<file path="src/rtl/nn_pkg.sv">
// Shared activation definitions: mode encoding, clamp-branch selector and fixed-point unit values.
package nn_pkg;

  typedef enum logic [1:0] {
    ModeHardtanh = 2'd0,
    ModeRelu     = 2'd1,
    ModeStep     = 2'd2,
    ModeSatpass  = 2'd3
  } act_mode_e;

  // Which value S2 drives onto out_y, decided in S1 at full input width.
  typedef enum logic [2:0] {
    SelLin    = 3'd0,
    SelPosOne = 3'd1,
    SelNegOne = 3'd2,
    SelZero   = 3'd3,
    SelMaxPos = 3'd4,
    SelMinNeg = 3'd5
  } act_sel_e;

  function automatic logic [63:0] one_in(int unsigned frac);
    return 64'd1 << (2 * frac);
  endfunction

  function automatic logic [63:0] one_out(int unsigned frac);
    return 64'd1 << frac;
  endfunction

endpackage

</file>
<file path="src/rtl/act_clamp.sv">
// Combinational range decision for one accumulator value: picks the output branch and
// flags whether a clamp branch was taken.
module act_clamp
  import nn_pkg::*;
#(
  parameter int unsigned IN_W  = 48,
  parameter int unsigned OUT_W = 16,
  parameter int unsigned FRAC  = 8
) (
  input  logic signed [IN_W-1:0] x_i,
  input  act_mode_e              mode_i,
  output act_sel_e               sel_o,
  output logic                   sat_o
);

  localparam logic signed [IN_W-1:0] OneIn  = IN_W'(one_in(FRAC));
  localparam logic signed [IN_W-1:0] MaxOut = IN_W'((64'd1 << (OUT_W - 1)) - 64'd1);
  localparam logic signed [IN_W-1:0] MinOut = ~MaxOut;

  logic signed [IN_W-1:0] shifted;
  logic                   neg, above_one, below_one, above_max, below_min;

  // All decisions are taken on the untruncated value.
  assign shifted   = x_i >>> FRAC;
  assign neg       = x_i[IN_W-1];
  assign above_one = x_i > OneIn;
  assign below_one = x_i < -OneIn;
  assign above_max = shifted > MaxOut;
  assign below_min = shifted < MinOut;

  always_comb begin
    sel_o = SelLin;
    sat_o = 1'b0;
    case (mode_i)
      ModeHardtanh: begin
        if (above_one) begin
          sel_o = SelPosOne;
          sat_o = 1'b1;
        end else if (below_one) begin
          sel_o = SelNegOne;
          sat_o = 1'b1;
        end
      end
      ModeRelu: begin
        if (neg) begin
          sel_o = SelZero;
        end else if (above_max) begin
          sel_o = SelMaxPos;
          sat_o = 1'b1;
        end
      end
      ModeStep: sel_o = neg ? SelNegOne : SelPosOne;
      ModeSatpass: begin
        if (above_max) begin
          sel_o = SelMaxPos;
          sat_o = 1'b1;
        end else if (below_min) begin
          sel_o = SelMinNeg;
          sat_o = 1'b1;
        end
      end
      default: sel_o = SelLin;
    endcase
  end

endmodule

</file>
<file path="src/rtl/activation_unit.sv">
// Two-stage valid/ready activation pipeline (hardtanh, relu, step, saturating pass) with a
// sticky saturation counter.
module activation_unit
  import nn_pkg::*;
#(
  parameter int unsigned IN_W  = 48,
  parameter int unsigned OUT_W = 16,
  parameter int unsigned FRAC  = 8,
  parameter int unsigned TAG_W = 4
) (
  input  logic                    clk,
  input  logic                    rst_n,
  input  logic                    in_valid,
  output logic                    in_ready,
  input  logic signed [IN_W-1:0]  in_x,
  input  logic        [1:0]       in_mode,
  input  logic        [TAG_W-1:0] in_tag,
  output logic                    out_valid,
  input  logic                    out_ready,
  output logic signed [OUT_W-1:0] out_y,
  output logic        [TAG_W-1:0] out_tag,
  input  logic                    sat_clr,
  output logic        [15:0]      sat_count
);

  localparam logic signed [OUT_W-1:0] OneOut = OUT_W'(one_out(FRAC));
  localparam logic signed [OUT_W-1:0] MaxPos = {1'b0, {(OUT_W - 1){1'b1}}};
  localparam logic signed [OUT_W-1:0] MinNeg = {1'b1, {(OUT_W - 1){1'b0}}};

  logic                    run_q;
  logic                    s1_valid_q;
  act_sel_e                s1_sel_q, s1_sel_d;
  logic signed [OUT_W-1:0] s1_lin_q;
  logic                    s1_sat_q, s1_sat_d;
  logic        [TAG_W-1:0] s1_tag_q;
  logic                    s2_valid_q;
  logic signed [OUT_W-1:0] s2_y_q, s2_y_d;
  logic        [TAG_W-1:0] s2_tag_q;
  logic                    s2_sat_q;
  logic        [15:0]      sat_cnt_q, sat_cnt_d;
  logic                    s1_adv, s2_adv, in_fire, out_fire;

  assign s2_adv   = ~s2_valid_q | out_ready;
  assign s1_adv   = ~s1_valid_q | s2_adv;
  // run_q keeps in_ready low during reset and until the first edge after release.
  assign in_ready = run_q & s1_adv;
  assign in_fire  = in_valid & in_ready;
  assign out_fire = s2_valid_q & out_ready;

  act_clamp #(
    .IN_W (IN_W),
    .OUT_W(OUT_W),
    .FRAC (FRAC)
  ) u_clamp (
    .x_i   (in_x),
    .mode_i(act_mode_e'(in_mode)),
    .sel_o (s1_sel_d),
    .sat_o (s1_sat_d)
  );

  always_ff @(posedge clk or negedge rst_n) begin
    if (!rst_n) begin
      run_q <= 1'b0;
    end else begin
      run_q <= 1'b1;
    end
  end

  always_ff @(posedge clk or negedge rst_n) begin
    if (!rst_n) begin
      s1_valid_q <= 1'b0;
      s1_sel_q   <= SelLin;
      s1_lin_q   <= '0;
      s1_sat_q   <= 1'b0;
      s1_tag_q   <= '0;
    end else if (s1_adv) begin
      s1_valid_q <= in_fire;
      if (in_fire) begin
        s1_sel_q <= s1_sel_d;
        s1_lin_q <= in_x[FRAC+OUT_W-1:FRAC];
        s1_sat_q <= s1_sat_d;
        s1_tag_q <= in_tag;
      end
    end
  end

  always_comb begin
    s2_y_d = s1_lin_q;
    case (s1_sel_q)
      SelPosOne: s2_y_d = OneOut;
      SelNegOne: s2_y_d = -OneOut;
      SelZero:   s2_y_d = '0;
      SelMaxPos: s2_y_d = MaxPos;
      SelMinNeg: s2_y_d = MinNeg;
      default:   s2_y_d = s1_lin_q;
    endcase
  end

  always_ff @(posedge clk or negedge rst_n) begin
    if (!rst_n) begin
      s2_valid_q <= 1'b0;
      s2_y_q     <= '0;
      s2_tag_q   <= '0;
      s2_sat_q   <= 1'b0;
    end else if (s2_adv) begin
      s2_valid_q <= s1_valid_q;
      if (s1_valid_q) begin
        s2_y_q   <= s2_y_d;
        s2_tag_q <= s1_tag_q;
        s2_sat_q <= s1_sat_q;
      end
    end
  end

  // Clear wins over a same-cycle increment; the count sticks at all-ones.
  always_comb begin
    sat_cnt_d = sat_cnt_q;
    if (sat_clr) begin
      sat_cnt_d = '0;
    end else if (out_fire && s2_sat_q && (sat_cnt_q != 16'hFFFF)) begin
      sat_cnt_d = sat_cnt_q + 16'd1;
    end
  end

  always_ff @(posedge clk or negedge rst_n) begin
    if (!rst_n) begin
      sat_cnt_q <= '0;
    end else begin
      sat_cnt_q <= sat_cnt_d;
    end
  end

  assign out_valid = s2_valid_q;
  assign out_y     = s2_y_q;
  assign out_tag   = s2_tag_q;
  assign sat_count = sat_cnt_q;

endmodule

</file>
<file path="config.mk">
export PLATFORM = sky130hd
export DESIGN_NAME = activation_unit
export DESIGN_NICKNAME = d
export VERILOG_FILES = /design/src/rtl/nn_pkg.sv /design/src/rtl/act_clamp.sv /design/src/rtl/activation_unit.sv
export SDC_FILE = /design/constraint.sdc
export NUM_CORES = 1
export LEC_CHECK = 0
export CAP_MARGIN = 10
export CORE_UTILIZATION = 53
export CTS_BUF_LIST = sky130_fd_sc_hd__clkbuf_4
export CTS_CLUSTER_DIAMETER = 200
export DETAILED_ROUTE_END_ITERATION = 6
export PLACE_DENSITY = 0.88
export SLEW_MARGIN = 20
export SYNTH_ARGS = -nofsm -noshare
export SYNTH_HDL_FRONTEND = slang
export SYNTH_SLANG_ARGS = --single-unit
</file>
<file path="constraint.sdc">
create_clock -name clk -period 2.5 [get_ports clk]
set_input_delay 0.375 -clock clk [delete_from_list [all_inputs] [get_ports clk]]
set_output_delay 0.375 -clock clk [all_outputs]
set_load 0.01 [all_outputs]
</file>
==> flow_metrics.tcl <==
set metrics [dict create \
    leakage_nw 1.833 \
    worstPathArrival_ns 1.78 \
    critPathCaptureType "output pin" \
    status "finished with violations" \
    cts_buffers 9 \
    vdd_ir_drop_max_mv 0.3958 \
    synthDominantCellAreaShare_pct 49.33 \
    hold_class "flip-flop to flip-flop" \
    synth_top_cell_by_area "dfrtp_1" \
    worst_slew_pin_slew_ns 1.027 \
    cts.path.max_buffers 2 \
    hold_violations 0 \
    cts.clk_slew.worst_paths_ns 0.10 \
    wl_per_cell_um 15.30 \
    period_share_pct 86.25 \
    clkSinkCount 64 \
    rsz0062_at_grt "false" \
    cap_violations 0 \
    r2r_cells 3 \
    ctsRootBufferMaster "clkbuf_4" \
    synth.cell_area_mm2 0.003247 \
    grt_max_degree 43 \
    finalSetupViolCount 0 \
    final_antenna_net_count 0 \
    post-cts-setup-buffers 0 \
    gr-total-overflow 0 \
    ys_types 46 \
    path_class "primary input to output pin" \
    track_usage_pct 26.00 \
    drtIter0Drc 157 \
    final.setup.tns_ns 0 \
    maxSlewViolCount 0 \
    drive_above_1_share_pct 12.03 \
    firstDrtPassIters 6 \
    avgSynthCellArea_um2 10.02 \
    critPathLaunchType "primary input" \
    yosysWarnings 0 \
    synth.area.top_cells "dfrtp_1 (49%), mux2_2 (6.9%), nand2_1 (4.7%)" \
    dpl.hpwl_um 5774 \
    die_h_um 80.27 \
    via_per_inst 5.800 \
    nets 482 \
    cts_tree "yes" \
    ys_seq_area_share_pct 49.33 \
    synth_seq_cells 64 \
    antenna_cells 0 \
    ys_async_sr_fraction_pct 100.0 \
    via_count 2894 \
    synthCells 324 \
    gp_congestion 0.8178 \
    ys.flop_type "dfrtp_1" \
    die_w_um 80.27 \
    violations "DRC" \
    fin_worst_skew_ns 0.01118 \
    coreArea_mm2 0.005921 \
    layout_setup_ws_ns 0.3438 \
    max_freq_mhz 463.8 \
    postRouteWirelength_um 7636 \
    htree_num_levels 3 \
    clock_latency_ns 0.40 \
    postCtsHoldBufs 1 \
    worstPathRequired_ns 2.12 \
    die_area_mm2 0.006443 \
    first_global_vias 2789 \
    holdPathStages 2 \
    pre_cts_ws_ns 0.3577 \
    min_period_ns 2.156 \
    antenna_found_initial 0 \
    syn-num-nets 384 \
    grt_first_pass_wirelength_um 12670 \
    route.detailed.drc 1 \
    fillers 433 \
    start_util_pct 54.84 \
    synth_edf_count 0 \
    ios 97 \
    portBuffers 96 \
    rows 28 \
    synth.top_cells.by_count "dfrtp_1 (64), nand2_1 (41), nor2_1 (33)" \
    pwr_density_cell_mw_per_mm2 599.5 \
    slew_headroom_pct 31.31 \
    syn_to_final_growth_pct 35.11 \
    yosysMostFrequentCell "dfrtp_1" \
    cts_resized 0 \
    crit_path_max_fanout 4 \
]
-- worst paths after layout --
| check | from | to | slack, ns |
|---|---|---|---|
| max reg2reg | s1_sel_q[0] | out_y[4] | 0.64 |
| min | s1_tag_q[0] | s1_tag_q[0] | 0.48 |
| max | out_ready | in_ready | 0.34 |
| min reg2reg | s1_tag_q[0] | s1_tag_q[0] | 0.48 |
| min in group asynchronous | rst_n | sat_count[5] | 0.49 |
| max in group asynchronous | rst_n | s1_lin_q[12] | 1.40 |
-- metrics by stage --
step | instances | cell area, um2 | total power, mW | hold WS [ns] | utilization [%]
detailed placement | 485 | 4289 | 2.118 | 0.3878 | 72.44
finish | 499 | 4387 | 2.630 | 0.4822 | 74.09
floorplan | 324 | 3247 | 1.688 | 0.07941 | -
global route | 499 | 4387 | 2.774 | 0.5060 | 74.09
global placement | 485 | 4289 | 2.084 | 0.3784 | 72.44
CTS | 499 | 4387 | 2.643 | 0.4767 | 74.09
-- worst max-delay path, cell delays in order --
cell and delay, ns:
clkdlybuf4s50_1 0.51, nand3b_1 0.20, and2_1 0.16, clkdlybuf4s50_1 0.53
-- state kept, by name (all words and copies together) (netlist names) --
| signal | count |
|---|---|
| out_tag | 4 |
| out_valid | 1 |
| out_y | 16 |
| run_q | 1 |
| s1_lin_q | 16 |
| s1_sat_q | 1 |
| s1_sel_q | 3 |
| s1_tag_q | 4 |
| s1_valid_q | 1 |
| s2_sat_q | 1 |
| sat_count | 16 |
-- placed cells by master (no fill, tap or decap), drive strengths merged, types with 2 or more instances in the layout --
cell and n:
buf 6, nor3 3, clkdlybuf4s50 95, nand2b 4, nor2 33, nand4 11, and4 6, mux2 20
a31oi 4, a21o 8, a311oi 2, dfrtp 64, inv 6, clkbuf 10, o311ai 2, nand2 41
a211oi 6, a21oi 10, o221ai 6, xnor2 8, nand3 14, nor4 14, a22oi 8, and3 3
or3 2, xor2 6, clkinv 3, o21ai 19, and2 2
-- layout make-up --
cell class	count	area (um2)	share of cell area (%)
flip-flops and latches	64	1602	36.51
multi-input cells	239	1553	35.40
repair buffers	102	1028	23.45
well taps	75	93.84	2.139
clock buffers	10	75.07	1.711
inverters	6	22.52	0.5134
clock inverters	3	12.51	0.2852
-- power by group --
group / internal, mW / switching [mW]
combinational: 0.437 / 0.328
sequential: 1.21 / 0.126
clock: 0.192 / 0.342
-- routing by layer --
| metal | global-route usage [%] | wire length, um |
|---|---|---|
| met5 | 0 | 0 |
| met3 | 4.886 | 458 |
| met2 | 43.16 | 3818 |
| met4 | 12.14 | 96 |
| met1 | 32.76 | 3262 |
-- cell families (layout without fill, tap and decap cells) --
logic type	count (synthesis)	in the layout	share of synthesized area [%]
buffers and inverters	21	121	2.852
AO/OA/AOI/OAI	68	68	14.49
flip-flops	64	64	49.33
adder cells (fa/ha/maj)	1	1	0.3853
XOR/XNOR	14	14	3.777
other	1	1	0.1155
multiplexers	21	21	7.245
AND/OR/NAND/NOR	134	134	21.81
(Power assumes the default switching activity.)
